==> config.mk <==
export PLATFORM = sky130hd
export DESIGN_NAME = hazard_ctrl_flat
export DESIGN_NICKNAME = d
export VERILOG_FILES = /design/src/rtl/hazard_ctrl_if.sv /design/src/rtl/hazard_ctrl.sv /design/src/flat_wrapper.sv
export SDC_FILE = /design/constraint.sdc
export NUM_CORES = 1
export LEC_CHECK = 0
export CAP_MARGIN = 20
export CORE_MARGIN = 1.5
export CORE_UTILIZATION = 52
export CTS_CLUSTER_DIAMETER = 30
export DETAILED_ROUTE_END_ITERATION = 10
export PLACE_DENSITY = 0.82
export SLEW_MARGIN = 20
export SYNTH_ARGS = -nofsm -noshare
export SYNTH_HDL_FRONTEND = slang
export SYNTH_SLANG_ARGS = --single-unit
export TNS_END_PERCENT = 1
==> constraint.sdc <==
create_clock -name clk -period 6 [get_ports clk]
set_input_delay 1.2 -clock clk [delete_from_list [all_inputs] [get_ports clk]]
set_output_delay 1.2 -clock clk [all_outputs]
set_load 0.02 [all_outputs]
==> src/rtl/hazard_ctrl_if.sv <==
// D-stage decode fields into the hazard controller and its stall/forward results.
interface hazard_ctrl_if;
  logic       d_valid;
  logic [4:0] d_rs;
  logic [4:0] d_rt;
  logic [1:0] d_tuse_rs;
  logic [1:0] d_tuse_rt;
  logic       d_we;
  logic [4:0] d_wdes;
  logic [1:0] d_tnew;
  logic [1:0] d_md;
  logic       stall;
  logic       e_bubble;
  logic [1:0] fwd_rs;
  logic [1:0] fwd_rt;
  logic       md_busy;
  logic [4:0] e_des;

  modport master (
    output d_valid, d_rs, d_rt, d_tuse_rs, d_tuse_rt, d_we, d_wdes, d_tnew, d_md,
    input  stall, e_bubble, fwd_rs, fwd_rt, md_busy, e_des
  );
  modport slave (
    input  d_valid, d_rs, d_rt, d_tuse_rs, d_tuse_rt, d_we, d_wdes, d_tnew, d_md,
    output stall, e_bubble, fwd_rs, fwd_rt, md_busy, e_des
  );
endinterface

==> src/rtl/hazard_ctrl.sv <==
// Tuse/Tnew stall and forward controller for the 5-stage MIPS pipeline,
// with E/M write-back shadows and the mult/div busy counter.
module hazard_ctrl #(
  parameter int MULT_CYCLES = 5,
  parameter int DIV_CYCLES  = 10
) (
  input  logic          clk,
  input  logic          reset,
  hazard_ctrl_if.slave  hif
);
  localparam logic [1:0] MD_MULT = 2'b01;
  localparam logic [1:0] MD_DIV  = 2'b10;
  localparam logic [1:0] FWD_RF  = 2'b00;
  localparam logic [1:0] FWD_E   = 2'b01;
  localparam logic [1:0] FWD_M   = 2'b10;
  localparam logic [1:0] TUSE_NONE = 2'd3;

  logic       e_we_q,   e_we_d;
  logic [4:0] e_des_q,  e_des_d;
  logic [1:0] e_tnew_q, e_tnew_d;
  logic [1:0] e_md_q,   e_md_d;
  logic       m_we_q,   m_we_d;
  logic [4:0] m_des_q,  m_des_d;
  logic [1:0] m_tnew_q, m_tnew_d;
  logic [4:0] cnt_q,    cnt_d;

  logic e_hit_rs, e_hit_rt, m_hit_rs, m_hit_rt;
  logic data_hz, md_busy, stall;
  logic [1:0] fwd_rs, fwd_rt;

  // $0 is hardwired, so it never produces a match
  function automatic logic hit(input logic we, input logic [4:0] des, input logic [4:0] r);
    return we && (des == r) && (r != 5'd0);
  endfunction

  always_comb begin
    e_hit_rs = hit(e_we_q, e_des_q, hif.d_rs);
    e_hit_rt = hit(e_we_q, e_des_q, hif.d_rt);
    m_hit_rs = hit(m_we_q, m_des_q, hif.d_rs);
    m_hit_rt = hit(m_we_q, m_des_q, hif.d_rt);

    data_hz = (hif.d_tuse_rs != TUSE_NONE &&
               ((e_hit_rs && e_tnew_q > hif.d_tuse_rs) ||
                (m_hit_rs && m_tnew_q > hif.d_tuse_rs))) ||
              (hif.d_tuse_rt != TUSE_NONE &&
               ((e_hit_rt && e_tnew_q > hif.d_tuse_rt) ||
                (m_hit_rt && m_tnew_q > hif.d_tuse_rt)));

    md_busy = (e_md_q == MD_MULT) || (e_md_q == MD_DIV) || (cnt_q != 5'd0);
    stall   = hif.d_valid && (data_hz || (hif.d_md != 2'b00 && md_busy));

    fwd_rs = FWD_RF;
    if (e_hit_rs && e_tnew_q == 2'd0)      fwd_rs = FWD_E;
    else if (m_hit_rs && m_tnew_q == 2'd0) fwd_rs = FWD_M;

    fwd_rt = FWD_RF;
    if (e_hit_rt && e_tnew_q == 2'd0)      fwd_rt = FWD_E;
    else if (m_hit_rt && m_tnew_q == 2'd0) fwd_rt = FWD_M;
  end

  always_comb begin
    e_we_d   = 1'b0;
    e_des_d  = 5'd0;
    e_tnew_d = 2'd0;
    e_md_d   = 2'b00;
    if (hif.d_valid && !stall) begin
      e_we_d   = hif.d_we;
      e_des_d  = hif.d_wdes;
      e_tnew_d = hif.d_tnew;
      e_md_d   = hif.d_md;
    end

    m_we_d   = e_we_q;
    m_des_d  = e_des_q;
    m_tnew_d = (e_tnew_q == 2'd0) ? 2'd0 : e_tnew_q - 2'd1;

    cnt_d = cnt_q;
    if (e_md_q == MD_MULT)     cnt_d = 5'(MULT_CYCLES);
    else if (e_md_q == MD_DIV) cnt_d = 5'(DIV_CYCLES);
    else if (cnt_q != 5'd0)    cnt_d = cnt_q - 5'd1;
  end

  always_ff @(posedge clk or negedge reset) begin
    if (!reset) begin
      e_we_q   <= 1'b0;
      e_des_q  <= 5'd0;
      e_tnew_q <= 2'd0;
      e_md_q   <= 2'b00;
      m_we_q   <= 1'b0;
      m_des_q  <= 5'd0;
      m_tnew_q <= 2'd0;
      cnt_q    <= 5'd0;
    end else begin
      e_we_q   <= e_we_d;
      e_des_q  <= e_des_d;
      e_tnew_q <= e_tnew_d;
      e_md_q   <= e_md_d;
      m_we_q   <= m_we_d;
      m_des_q  <= m_des_d;
      m_tnew_q <= m_tnew_d;
      cnt_q    <= cnt_d;
    end
  end

  assign hif.stall    = stall;
  assign hif.e_bubble = stall;
  assign hif.fwd_rs   = fwd_rs;
  assign hif.fwd_rt   = fwd_rt;
  assign hif.md_busy  = md_busy;
  assign hif.e_des    = e_des_q;
endmodule

==> src/flat_wrapper.sv <==
// flat-port wrapper written by rule: the top's interface ports become plain ports
module hazard_ctrl_flat 
#(
  parameter int MULT_CYCLES = 5,
  parameter int DIV_CYCLES  = 10
)
  (clk, reset, hif_d_valid, hif_d_rs, hif_d_rt, hif_d_tuse_rs, hif_d_tuse_rt, hif_d_we, hif_d_wdes, hif_d_tnew, hif_d_md, hif_stall, hif_e_bubble, hif_fwd_rs, hif_fwd_rt, hif_md_busy, hif_e_des);
  hazard_ctrl_if hif_i ();
  input  logic clk;
  input  logic reset;
  input wire logic [$bits(hif_i.d_valid)-1:0] hif_d_valid;
  input wire logic [$bits(hif_i.d_rs)-1:0] hif_d_rs;
  input wire logic [$bits(hif_i.d_rt)-1:0] hif_d_rt;
  input wire logic [$bits(hif_i.d_tuse_rs)-1:0] hif_d_tuse_rs;
  input wire logic [$bits(hif_i.d_tuse_rt)-1:0] hif_d_tuse_rt;
  input wire logic [$bits(hif_i.d_we)-1:0] hif_d_we;
  input wire logic [$bits(hif_i.d_wdes)-1:0] hif_d_wdes;
  input wire logic [$bits(hif_i.d_tnew)-1:0] hif_d_tnew;
  input wire logic [$bits(hif_i.d_md)-1:0] hif_d_md;
  output wire logic [$bits(hif_i.stall)-1:0] hif_stall;
  output wire logic [$bits(hif_i.e_bubble)-1:0] hif_e_bubble;
  output wire logic [$bits(hif_i.fwd_rs)-1:0] hif_fwd_rs;
  output wire logic [$bits(hif_i.fwd_rt)-1:0] hif_fwd_rt;
  output wire logic [$bits(hif_i.md_busy)-1:0] hif_md_busy;
  output wire logic [$bits(hif_i.e_des)-1:0] hif_e_des;
  assign hif_i.d_valid = hif_d_valid;
  assign hif_i.d_rs = hif_d_rs;
  assign hif_i.d_rt = hif_d_rt;
  assign hif_i.d_tuse_rs = hif_d_tuse_rs;
  assign hif_i.d_tuse_rt = hif_d_tuse_rt;
  assign hif_i.d_we = hif_d_we;
  assign hif_i.d_wdes = hif_d_wdes;
  assign hif_i.d_tnew = hif_d_tnew;
  assign hif_i.d_md = hif_d_md;
  assign hif_stall = hif_i.stall;
  assign hif_e_bubble = hif_i.e_bubble;
  assign hif_fwd_rs = hif_i.fwd_rs;
  assign hif_fwd_rt = hif_i.fwd_rt;
  assign hif_md_busy = hif_i.md_busy;
  assign hif_e_des = hif_i.e_des;
  hazard_ctrl #(.MULT_CYCLES(MULT_CYCLES), .DIV_CYCLES(DIV_CYCLES)) u_core (.clk(clk), .reset(reset), .hif(hif_i));
endmodule
==> reports/metrics.yaml <==
status: "complete, no violations"
cts_resized: 0
synth_seq_cells: 23
synth_area_leaders: "dfrtp_1 (39%), xnor2_1 (12%), ha_1 (10%), nor3_2 (6.7%), inv_1 (5.0%)"
first_pass_iters: 4
min-delay-start: "u_core.e_we_q"
r2r_slack_ns: 3.62
antenna_found_initial: 0
first_iter_violations: 56
synth.yosys.warnings: 0
rsz0062_at_grt: "false"
worst-path-max-fanout: 11
vdd_drop_max_uv: 196
netlist_area_um2: 1490
die_w_um: 56.5
nNetsFinal: 231
gp_congestion: 0.915
drv_slew: 0
worstPathRequired_ns: 4.80
htreeDepth: 1
drc: 0
syn_inst: 152
synth_largest_area_cell: "dfrtp_1"
clk_path_buf_depth: 2
async_flop_share_pct: 100
cts_sinks: 23
finalHoldViolations: 0
period_share_pct: 85.6
start_util_pct: 54.5
stdcell_area_um2: 1910
cts-root-buf: "clkbuf_4"
synthFlopType: "dfrtp_1"
yosys.area.top_type_share_pct: 38.7
drive_gt1_share_pct: 9.42
wl_mm: 3.06
r2r_cells: 6
synth-edff-count: 0
grt_pass1_vias: 1215
nFillCells: 200
grt_pass1_wl_mm: 4.99
antenna_cells: 0
num_vias: 1220
hp-class: "flip-flop to flip-flop"
core-area_um2: 2730
holdPathEnd: "u_core.m_we_q"
wl_per_cell_um: 13.8
ant_nets: 0
slew_headroom_pct: 34.9
syn_to_final_growth_pct: 28.5
path_class: "input pin to primary output"
postCtsSetupBuffers: 0
drv_cap: 0
critPathArrivalTime_ns: 3.94
synth_fp_nets: 191
p_per_area_nw_per_um2: 238
dp_hpwl_mm: 2.63
synth_area_per_cell_um2: 9.80
setup.worst_path.end_class: "primary output"
ys_seq_area_share_pct: 38.7
r2r-start: "u_core.cnt_q[0]"
timing.fmax_mhz: 195
portBuffers: 38
core.rowCount: 19
r2r_end: "u_core.e_md_q[1]"
setup_tns_ns: 0
io_pins: 39
grt_max_degree: 24
synthDistinctLibCells: 33
die_area_um2: 3190
p_leak_nw: 0.806
dieHeight_um: 56.5
clk_latency_ns: 0.30
finalSetupViolCount: 0
clk_pin_slew_worst_paths_ns: 0.12
start_kind: "input pin"
worst_slew_pin_slew_ns: 0.973
cts_hold_buf: 0
track_usage_pct: 19.6
finClkSkew_ns: 0.00857
fin_crit_ns: 5.14
cts_buffers: 3
cts_tree: "done"
grt.overflow.total: 0
post_dp_cell_area_um2: 1890
hold_path_depth: 0
via_per_inst: 5.50
==> per-stage QoR <==
step                worst slack, ns  hold slack (ns)  cells  util [%]  total power [W]
floorplan                      1.96            0.406    152         -         0.000332
global placement              0.976            0.444    218      69.0         0.000381
detailed placement            0.882            0.441    218      69.0         0.000393
CTS                           0.865            0.468    222      70.0         0.000458
global route                  0.728            0.510    222      70.0         0.000487
finish                        0.865            0.468    222      70.0         0.000455
==> synthesized netlist by cell type, types with 2 or more instances <==
cell type  instances
xor2_1             3
inv_1             20
nor3_1             4
dfrtp_1           23
nand2_1           11
nor2b_1            4
nor4_1             6
ha_1              12
nand4_1            2
nand3_1            2
o21ai_1            2
xnor2_1           20
a21oi_1            4
a22oi_1            5
nor3_2            10
nor2_1             5
or4_1              3
==> kinds of logic (layout without fill, tap and decap cells) <==
group | count (synthesis) | after routing | share of synthesized area [%]
adders and majority gates | 12 | 12 | 10.1
AOI/OAI and AO/OA | 16 | 16 | 7.14
DFF | 23 | 23 | 38.7
buffers and inverters | 23 | 62 | 6.55
xor gates and xnor gates | 23 | 23 | 13.5
and+or+nand+nor | 55 | 55 | 24.0
==> worst max path at each step <==
| stage | endpoint | cells past startpoint | from | slack [ns] |
|---|---|---|---|---|
| 3_3_place_gp | hif_e_bubble | 7 | hif_d_rs[1] | 0.98 |
| 4_1_cts | hif_e_bubble | 9 | hif_d_tuse_rs[1] | 0.87 |
| 2_1_floorplan | hif_fwd_rs[1] | 5 | hif_d_rs[1] | 1.96 |
| 3_5_place_dp | hif_e_bubble | 9 | hif_d_tuse_rs[1] | 0.88 |
| 6_report | hif_e_bubble | 9 | hif_d_tuse_rs[1] | 0.86 |
| 5_1_grt | hif_e_bubble | 9 | hif_d_tuse_rs[1] | 0.73 |
==> area by class of cell <==
type                       count  area [um2]  share of cell area (%)
tap                           31        38.8                    2.03
timing repair buffer          38         380                    19.9
multi-input combinational    106         816                    42.6
clock inverter                 1        5.00                   0.262
inverter                      20        75.1                    3.92
clock buffer                   3        22.5                    1.18
sequential                    23         576                    30.1
==> placed cells by master (no fill, tap or decap), drive strengths merged, types with 5 or more instances in the layout <==
cell type	synthesis	routed
clkdlybuf4s50	0	38
dfrtp	23	23
inv	20	20
xnor2	20	20
nor3	14	14
ha	12	12
nand2	11	11
nor2	7	7
nor4	6	6
a22oi	5	5
==> metal layers <==
| metal | vias to the layer above | part of all wire (%) | GRT usage, % |
|---|---|---|---|
| met1 | 571 | 42 | 25.8 |
| li1 | 595 | - | - |
| met5 | - | 0 | 0 |
| met2 | 46 | 52 | 34.2 |
| met3 | 8 | 5.0 | 1.15 |
| met4 | 0 | 0.49 | 6.80 |
==> critical path, cell delays in order <==
cell and delay (ns):
clkdlybuf4s50_1 0.51, inv_1 0.09, ha_1 0.31, a22oi_1 0.16, o21ai_1 0.10, nor4_1 0.20, a2111o_1 0.52, o21a_1 0.23
clkdlybuf4s50_1 0.60
==> state kept, by name, indices dropped and copies added (netlist names) <==
name and cells:
u_core.cnt_q 5, u_core.hif.e_des 5, u_core.m_des_q 5, u_core.e_md_q 2, u_core.e_tnew_q 2, u_core.m_tnew_q 2
u_core.e_we_q 1, u_core.m_we_q 1
==> where the power goes <==
group	internal (W)	switching (W)
logic	0.0000884	0.0000927
registers	0.000182	0.0000267
clock network	0.0000248	0.0000403
total	0.000295	0.000160
(Power assumes the default switching activity.)
